==> config.mk <==
export PLATFORM = sky130hd
export DESIGN_NAME = brlite_svc_rx_queue_flat
export DESIGN_NICKNAME = d
export VERILOG_FILES = /design/src/rtl/brlite_svc_rx_queue_if.sv /design/src/rtl/brlite_svc_rx_queue.sv /design/src/flat_wrapper.sv
export SDC_FILE = /design/constraint.sdc
export NUM_CORES = 1
export LEC_CHECK = 0
export ABC_AREA = 1
export BUFFER_PORTS_ARGS = -buffer_cell sky130_fd_sc_hd__buf_2
export CAP_MARGIN = 40
export CORE_AREA = 2 2 137 205
export CTS_CLUSTER_DIAMETER = 100
export DETAILED_ROUTE_END_ITERATION = 10
export DIE_AREA = 0 0 139 207
export PLACE_DENSITY = 0.79
export SYNTH_ARGS = -nofsm -noshare
export SYNTH_HDL_FRONTEND = slang
export SYNTH_SLANG_ARGS = --single-unit
==> constraint.sdc <==
create_clock -name clk_i -period 6.3 [get_ports clk_i]
set_input_delay 0.63 -clock clk_i [delete_from_list [all_inputs] [get_ports clk_i]]
set_output_delay 0.63 -clock clk_i [all_outputs]
set_load 0.01 [all_outputs]
==> src/rtl/brlite_svc_rx_queue_if.sv <==
// Service-packet type plus the router/NI bundle used by brlite_svc_rx_queue.
// master = router + NI side (the environment), slave = the queue itself.
package brlite_svc_pkg;
  typedef struct packed {
    logic [7:0]  ksvc;
    logic [15:0] seq_source;
    logic [15:0] producer;
    logic [31:0] payload;
  } brlite_svc_t;
endpackage

interface brlite_svc_rx_queue_if;
  logic                      br_req_i;
  logic                      br_ack_o;
  brlite_svc_pkg::brlite_svc_t br_data_i;
  logic                      br_svc_rx_o;
  brlite_svc_pkg::brlite_svc_t br_svc_data_o;
  logic                      br_svc_ack_i;

  modport master (
    output br_req_i, br_data_i, br_svc_ack_i,
    input  br_ack_o, br_svc_rx_o, br_svc_data_o
  );

  modport slave (
    input  br_req_i, br_data_i, br_svc_ack_i,
    output br_ack_o, br_svc_rx_o, br_svc_data_o
  );
endinterface

==> src/rtl/brlite_svc_rx_queue.sv <==
// Router-to-NI service packet FIFO with req/ack capture FSM and FWFT head.
// Optional BRLITE_SVC_DROP_EN: ack-and-drop when full, counting drops.
module brlite_svc_rx_queue #(
  parameter int DEPTH = 4,
  parameter int CNT_W = 16
) (
  input  logic                      clk_i,
  input  logic                      rst_i,
  brlite_svc_rx_queue_if.slave      bus,
  output logic [$clog2(DEPTH):0]    level_o,
  output logic [CNT_W-1:0]          drop_cnt_o
);
  import brlite_svc_pkg::*;

  localparam int AW = $clog2(DEPTH);
  localparam int PW = AW + 1;

  typedef enum logic [1:0] {IDLE, ACK, WAIT_LOW} state_t;

  state_t          state_reg, state_next;
  logic [PW-1:0]   wr_ptr_reg, wr_ptr_next;
  logic [PW-1:0]   rd_ptr_reg, rd_ptr_next;
  brlite_svc_t     mem_reg [DEPTH];
  brlite_svc_t     head_reg;
  logic            svc_rx_reg;
  logic            full, empty, push, pop;
`ifdef BRLITE_SVC_DROP_EN
  logic            drop;
  logic [CNT_W-1:0] drop_cnt_reg;
`endif

  assign empty = (wr_ptr_reg == rd_ptr_reg);
  assign full  = (wr_ptr_reg[AW] != rd_ptr_reg[AW]) &&
                 (wr_ptr_reg[AW-1:0] == rd_ptr_reg[AW-1:0]);
  assign pop   = bus.br_svc_ack_i && !empty;

  // Only IDLE can capture, so a req still held after ack is never taken twice.
  always_comb begin
    state_next = state_reg;
    push       = 1'b0;
`ifdef BRLITE_SVC_DROP_EN
    drop       = 1'b0;
`endif
    unique case (state_reg)
      IDLE: begin
        if (bus.br_req_i) begin
          if (!full) begin
            push       = 1'b1;
            state_next = ACK;
          end
`ifdef BRLITE_SVC_DROP_EN
          else begin
            drop       = 1'b1;
            state_next = ACK;
          end
`endif
        end
      end
      ACK:      state_next = WAIT_LOW;
      WAIT_LOW: if (!bus.br_req_i) state_next = IDLE;
      default:  state_next = IDLE;
    endcase
  end

  assign wr_ptr_next = wr_ptr_reg + PW'(push);
  assign rd_ptr_next = rd_ptr_reg + PW'(pop);

  always_ff @(posedge clk_i) begin
    if (rst_i) begin
      state_reg  <= IDLE;
      wr_ptr_reg <= '0;
      rd_ptr_reg <= '0;
      svc_rx_reg <= 1'b0;
    end else begin
      state_reg  <= state_next;
      wr_ptr_reg <= wr_ptr_next;
      rd_ptr_reg <= rd_ptr_next;
      svc_rx_reg <= (wr_ptr_next != rd_ptr_next);
    end
  end

  always_ff @(posedge clk_i) begin
    if (push) mem_reg[wr_ptr_reg[AW-1:0]] <= bus.br_data_i;
  end

  // Registered head read at the next read address; bypass when that slot is written now.
  always_ff @(posedge clk_i) begin
    if (push && (rd_ptr_next == wr_ptr_reg)) head_reg <= bus.br_data_i;
    else                                     head_reg <= mem_reg[rd_ptr_next[AW-1:0]];
  end

`ifdef BRLITE_SVC_DROP_EN
  always_ff @(posedge clk_i) begin
    if (rst_i)                              drop_cnt_reg <= '0;
    else if (drop && (drop_cnt_reg != '1))  drop_cnt_reg <= drop_cnt_reg + 1'b1;
  end
  assign drop_cnt_o = drop_cnt_reg;
`else
  assign drop_cnt_o = '0;
`endif

  assign bus.br_ack_o      = (state_reg == ACK);
  assign bus.br_svc_rx_o   = svc_rx_reg;
  assign bus.br_svc_data_o = head_reg;
  assign level_o           = wr_ptr_reg - rd_ptr_reg;
endmodule

==> src/flat_wrapper.sv <==
// flat-port wrapper written by rule: the top's interface ports become plain ports
module brlite_svc_rx_queue_flat import brlite_svc_pkg::*;
#(
  parameter int DEPTH = 4,
  parameter int CNT_W = 16
)
  (clk_i, rst_i, level_o, drop_cnt_o, bus_br_req_i, bus_br_data_i, bus_br_svc_ack_i, bus_br_ack_o, bus_br_svc_rx_o, bus_br_svc_data_o);
  brlite_svc_rx_queue_if bus_i ();
  input  logic clk_i;
  input  logic rst_i;
  output logic [$clog2(DEPTH):0] level_o;
  output logic [CNT_W-1:0] drop_cnt_o;
  input wire logic [$bits(bus_i.br_req_i)-1:0] bus_br_req_i;
  input wire logic [$bits(bus_i.br_data_i)-1:0] bus_br_data_i;
  input wire logic [$bits(bus_i.br_svc_ack_i)-1:0] bus_br_svc_ack_i;
  output wire logic [$bits(bus_i.br_ack_o)-1:0] bus_br_ack_o;
  output wire logic [$bits(bus_i.br_svc_rx_o)-1:0] bus_br_svc_rx_o;
  output wire logic [$bits(bus_i.br_svc_data_o)-1:0] bus_br_svc_data_o;
  assign bus_i.br_req_i = bus_br_req_i;
  assign bus_i.br_data_i = bus_br_data_i;
  assign bus_i.br_svc_ack_i = bus_br_svc_ack_i;
  assign bus_br_ack_o = bus_i.br_ack_o;
  assign bus_br_svc_rx_o = bus_i.br_svc_rx_o;
  assign bus_br_svc_data_o = bus_i.br_svc_data_o;
  brlite_svc_rx_queue #(.DEPTH(DEPTH), .CNT_W(CNT_W)) u_core (.clk_i(clk_i), .rst_i(rst_i), .bus(bus_i), .level_o(level_o), .drop_cnt_o(drop_cnt_o));
endmodule
==> run summary, run 1 <==
Status: finished clean
DRC viols: 0
Worst EP required: 6750 ps
DR vias/cell: 5.531
Vias post-DR: 8932
Met2 Use GR: 0.3871
Initial Utilization: 0.5118
Top-count cell post-synth: edfxtp_1
Final net count: 1326
Clock Path Buffers: 3
Dominant cell type by area after synthesis: edfxtp_1
Placed Cells incl. Taps: 1549
Initial antenna violation count: 6
NetSw: 2.373 mW
Netlist cell types: 26
H-tree levels: 2
Critical path peak fanout: 76
Cell Count, Final, Fillers Out: 1615
MaxCap Viol Count: 0
Cell mode on critical path: nand2_1
Met3 usage: 0.03398
VDD IR max: 0.3015 mV
Pin count of the biggest net entering global routing: 77
Remaining Overflow, GRT: 0
Final ANT Viol Nets: 0
Syn-to-layout area delta: 14.76%
Setup TNS: 0 ps
Yosys reg bits: 369
Relative slew slack: 0.4242
CTS tree: built
Number of port buffers: 152
Share of cells above drive strength 1: 0.1814
Max Slew Vio Count: 0
Avg WL per Cell: 19.04 um
GR peak layer: met2
# rows: 74
Max reg flops: 288
Synth top area share: 0.6250
Hpwl dp: 17390 um
Core Area: 27040 um2
Overall Power: 7.133 mW
Total GRT Usage: 0.2100
CP arrival: 4370 ps
Asr flop ratio synth: 0
Worst-Margin Slew: 859.1 ps
List of most frequent post-synthesis cells: edfxtp_1, nand2_1, nor2_1
Vias in the first global route: 9039
Startpoint types: register
Die H: 207 um
Crit end category: register
Hold_buf cts: 0
Critical path's slowest cell: ha_4
Post-Synthesis Mean Instance Area: 12.46 um2
GRT met1 Usage: 0.2396
RSZ-0062 raised after global routing: no
Number of clock sinks: 369
Final period utilization: 0.6214
Final WL: 30750 um
Critical path cell sequence: inv_1, ha_1, nand2_1, inv_1, a21boi_0, ha_4, xnor2_1, nand2_1, nor2_4, buf_4, nand3_1, nand2_1
Pre-CTS setup slack: 2391 ps
Max Clk Rate: 255.4 MHz
Top Family by Delay on Critical Path: simple AND/OR/NAND/NOR gates
Pwr Density: 449.2 nW/um2
Post-route setup slack: 2385 ps
Total CTS buffers: 34
Static leakage: 6.038 nW
First-pass GRT wire length: 47910 um
Crit path kind: reg2reg
CTS clock-pin slew for the worst setup and hold paths: 70 ps
Post-synthesis cell count: 1111
Clk root buf: clkbuf_16
Combinational share of power: 0.291
Post-CTS Setup Bufs: 0
GPL Wtd Cong: 0.8243
Finish-stage setup viols: 0
Int Power: 4.759 mW
Synth Cell Area: 13840 um2
Hold Path Class: in2reg
EDFF count, synth: 288
Yosys warning total: 0
Clock power frac: 0.274
Ys flop type: edfxtp_1
Reg power frac: 0.435
Fin crit period: 3915 ps
Starting DRT DRC Count: 702
Die area: 28770 um2
Synth top area cells: edfxtp_1, dfxtp_1, o21ai_0
Slowest cell delay on critical path: 690 ps
Clock Latency Late Sink: 520 ps
WP buf/inv: 3
Clock skew: 22.55 ps
DR pass1 iterations: 4
Hold Fails Final Rpt: 0
Ports: 169
Register area share after synthesis: 0.7421
Die W: 139 um
Gates resized, CTS repair: 0
Switching Share: 0.3327
## placed cells by master, fill, tap and decap left out, types with 2 or more instances in the layout
master	synthesis	final
clkbuf_16	0	35
nand2_1	169	169
xnor2_1	2	2
inv_2	3	3
clkbuf_1	32	13
buf_16	0	2
edfxtp_1	288	288
nand3_1	73	73
ha_1	6	4
clkinv_2	0	4
buf_12	0	3
o22ai_1	72	72
diode_2	0	5
o21ai_0	144	144
nor2_1	155	155
inv_1	13	12
conb_1	1	16
buf_4	31	11
nor3_2	0	4
xor2_1	5	5
dfxtp_1	81	81
clkbuf_8	0	6
buf_2	18	152
## worst reg2reg max path: stages (launching register included)
cell and delay, ps:
dfxtp_1 470, inv_1 140, ha_1 320, nand2_1 70, inv_1 70, a21boi_0 330
ha_4 690, xnor2_1 200, nand2_1 110, nor2_4 680, buf_4 500, nand3_1 170
nand2_1 100
## area by class of cell
class                      instances  area [um2]
inverter                          16       62.56
clock buffer                      54        1007
clock inverter                     7       45.04
fill                            2113       11160
multi-input combinational        654        3097
timing repair buffer             168       958.4
sequential                       369       10270
antenna                            5       12.51
tap                              342       427.9
## stage by stage
stage	instance area, um2	util	hold slack, ps
after global routing	15880	0.5873	339.1
after global placement	14740	0.5452	461.4
final	15880	0.5874	344.2
after floorplan	13890	-	443.2
after detailed placement	14820	0.5480	471.3
after CTS	15870	0.5869	326.0
## power groups by stage
| stage | Sequential, mW | Clock (mW) | Combinational, mW |
|---|---|---|---|
| after floorplan | 3.27 | 0 | 1.28 |
| after global placement | 3.16 | 0 | 1.99 |
| final | 3.10 | 1.95 | 2.08 |
| after global routing | 3.13 | 2.06 | 2.33 |
| after CTS | 3.11 | 1.97 | 2.10 |
| after detailed placement | 3.16 | 0 | 2.08 |
## cell families after synthesis
group	Yosys count	synth area share
buf+inv	103	0.04123
compound gates	220	0.08734
flops	369	0.7421
xor+xnor	7	0.004430
other cells	1	0.0002710
fa+ha+maj	7	0.006872
simple gates	404	0.1177
## path summary, 6_finish.rpt
kind                                    start                                    to  slack, ps  depth (start not counted)
min                         bus_br_data_i[49]       u_core.mem_reg[3][49]$_DFFE_PP_        340                          1
max reg2reg   u_core.wr_ptr_reg[0]$_SDFF_PP0_  u_core.bus.br_svc_data_o[40]$_DFF_P_       2380                         12
max           u_core.wr_ptr_reg[0]$_SDFF_PP0_  u_core.bus.br_svc_data_o[40]$_DFF_P_       2380                         12
min reg2reg  u_core.state_reg[1]$_SDFFE_PP0P_      u_core.state_reg[1]$_SDFFE_PP0P_        480                          1
## per-layer routing
layer,share of wire,wire [um]
met5,0.00042,13
met4,0.032,992
met2,0.53,16350
met3,0.049,1495
met1,0.39,11900
Power figures use the tool's default switching activity.
==> inputs of run 2 (changes only) <==
--- a/config.mk
+++ b/config.mk
@@ -8,11 +8,11 @@
 export ABC_AREA = 1
 export BUFFER_PORTS_ARGS = -buffer_cell sky130_fd_sc_hd__buf_2
 export CAP_MARGIN = 40
-export CORE_AREA = 2 2 137 205
+export CORE_AREA = 2 2 130 195
 export CTS_CLUSTER_DIAMETER = 100
 export DETAILED_ROUTE_END_ITERATION = 10
-export DIE_AREA = 0 0 139 207
-export PLACE_DENSITY = 0.79
+export DIE_AREA = 0 0 132 197
+export PLACE_DENSITY = 0.82
 export SYNTH_ARGS = -nofsm -noshare
 export SYNTH_HDL_FRONTEND = slang
 export SYNTH_SLANG_ARGS = --single-unit
==> constraint.sdc (replaced) <==
create_clock -name clk_i -period 3.8 [get_ports clk_i]
set_input_delay 0.38 -clock clk_i [delete_from_list [all_inputs] [get_ports clk_i]]
set_output_delay 0.38 -clock clk_i [all_outputs]
set_load 0.01 [all_outputs]
==> run 2 against run 1 <==
Clock power up 67%. Fmax rose by 12%. Critical path depth rose by 1. First-iteration DRC count decreased by 14%. Highest routed layer is now met4. Critical path type unchanged. Largest cell class unchanged.
==> run summary, run 2 (synthesis gave the netlist of run 1 again) <==
Status: finished clean
Number of port buffers: 152
Total CTS buffers: 34
DR pass1 iterations: 7
Critical path cell sequence: inv_1, ha_1, nand2_1, inv_1, a21boi_0, ha_4, ha_2, inv_2, buf_4, o21ai_0, o22ai_1, nand2_1, nand2_1
Hold Path Class: in2reg
Final WL: 29720 um
Final period utilization: 0.9163
Pin count of the biggest net entering global routing: 93
Die W: 132 um
First-pass GRT wire length: 46000 um
CTS clock-pin slew for the worst setup and hold paths: 60 ps
Gates resized, CTS repair: 0
Placed cell areas: 14840 um2
Most common cell after layout, fill and taps aside: edfxtp_1
Hold Fails Final Rpt: 0
Max Slew Vio Count: 0
Fin crit period: 3482 ps
Vias in the first global route: 9063
Initial Utilization: 0.5704
Final instance area: 15900 um2
CTS tree: built
Critical register-to-register path startpoint: u_core.wr_ptr_reg[0]$_SDFF_PP0_
Remaining Overflow, GRT: 0
DR vias/cell: 5.659
Starting DRT DRC Count: 602
Max Clk Rate: 287.2 MHz
Hpwl dp: 16460 um
Total GRT Usage: 0.2269
Avg WL per Cell: 18.61 um
Relative slew slack: 0.3601
H-tree levels: 2
Worst r2r dst: u_core.bus.br_svc_data_o[7]$_DFF_P_
Worst path depth: 13
Finish-stage setup viols: 0
Final net count: 1332
Most frequent cells in the layout: edfxtp_1, nand2_1, nor2_1
Startpoint types: register
# rows: 70
Clk root buf: clkbuf_16
Core Area: 24260 um2
Crit path kind: reg2reg
RSZ-0062 raised after global routing: no
Post-CTS Setup Bufs: 0
Initial antenna violation count: 1
Vias post-DR: 9037
Worst EP required: 4250 ps
Setup crit end: u_core.bus.br_svc_data_o[7]$_DFF_P_
DRC viols: 0
Hold_buf cts: 0
Crit path launch: u_core.wr_ptr_reg[0]$_SDFF_PP0_
Worst-Margin Slew: 959.8 ps
Number of clock sinks: 369
Reg2Reg Depth: 13
VDD IR max: 0.5144 mV
Top Family by Delay on Critical Path: buffers and inverters
Ports: 169
MaxCap Viol Count: 0
Final core utilization: 0.6553
Critical path peak fanout: 73
Overall Power: 11.89 mW
WHS: 100.9 ps
Static leakage: 6.062 nW
Share of cells above drive strength 1: 0.1824
Crit end category: register
Die area: 26000 um2
Die H: 197 um
Reg-to-reg setup timing slack: 320 ps
CP arrival: 3930 ps
Max reg flops: 288
GPL Wtd Cong: 0.7680
Clock skew: 19.42 ps
Final ANT Viol Nets: 0
Clock Path Buffers: 3
WP buf/inv: 4
Pwr Density: 747.9 nW/um2
Critical path's slowest cell: buf_4
Slowest cell delay on critical path: 630 ps
Cell mode on critical path: nand2_1
Clock Latency Late Sink: 510 ps
Syn-to-layout area delta: 14.88%
==> run 2: routing by layer <==
metal  vias to the layer above  track usage  wire (um)
li1                       4185            -          -
met1                      4395       0.2575      10910
met2                       370       0.4113      15730
met3                        87      0.03292       1897
met4                         0       0.1248       1184
met5                         -            0          0
==> run 2: final cells by class <==
type / count / area [um2]
antenna: 1 / 2.502
clock buffer: 46 / 937.1
clock inverter: 13 / 122.6
fill: 1729 / 8363
inverter: 16 / 62.56
multi-input combinational: 654 / 3122
sequential: 369 / 10270
tap: 324 / 405.4
timing repair buffer: 174 / 975.9
==> run 2: how the worst min path moves through the flow <==
stage | end | start | slack [ps] | depth (start not counted)
finish | u_core.mem_reg[1][25]$_DFFE_PP_ | bus_br_data_i[25] | 100 | 1
global route | u_core.mem_reg[2][27]$_DFFE_PP_ | bus_br_data_i[27] | 100 | 1
CTS | u_core.mem_reg[1][25]$_DFFE_PP_ | bus_br_data_i[25] | 80 | 1
detailed placement | u_core.state_reg[1]$_SDFFE_PP0P_ | u_core.state_reg[1]$_SDFFE_PP0P_ | 470 | 1
global placement | u_core.state_reg[1]$_SDFFE_PP0P_ | u_core.state_reg[1]$_SDFFE_PP0P_ | 460 | 1
floorplan | u_core.state_reg[1]$_SDFFE_PP0P_ | u_core.state_reg[1]$_SDFFE_PP0P_ | 440 | 1
==> run 2: worst reg2reg max path, cell delays in order (launching register included) <==
cell,delay [ps]
dfxtp_1,530
inv_1,200
ha_1,330
nand2_1,60
inv_1,70
a21boi_0,380
ha_4,200
ha_2,290
inv_2,60
buf_4,630
o21ai_0,270
o22ai_1,220
nand2_1,80
nand2_1,90
==> run 2: power by group <==
| part | switching (mW) | leakage [nW] | total (mW) | internal, mW |
|---|---|---|---|---|
| sequential | 0.197 | 3.31 | 5.15 | 4.95 |
| clock | 1.38 | 0.509 | 3.25 | 1.87 |
| combinational | 2.34 | 2.24 | 3.49 | 1.14 |
| total | 3.92 | 6.06 | 11.9 | 7.97 |
==> run 2: per-stage QoR <==
step	TNS (ps)	setup slack [ps]	instances
detailed placement	0	456.1	1537
CTS	0	328.3	1596
finish	0	318.0	1597
global route	0	160.4	1597
global placement	0	559.2	1537
floorplan	-259570	-901.3	1126
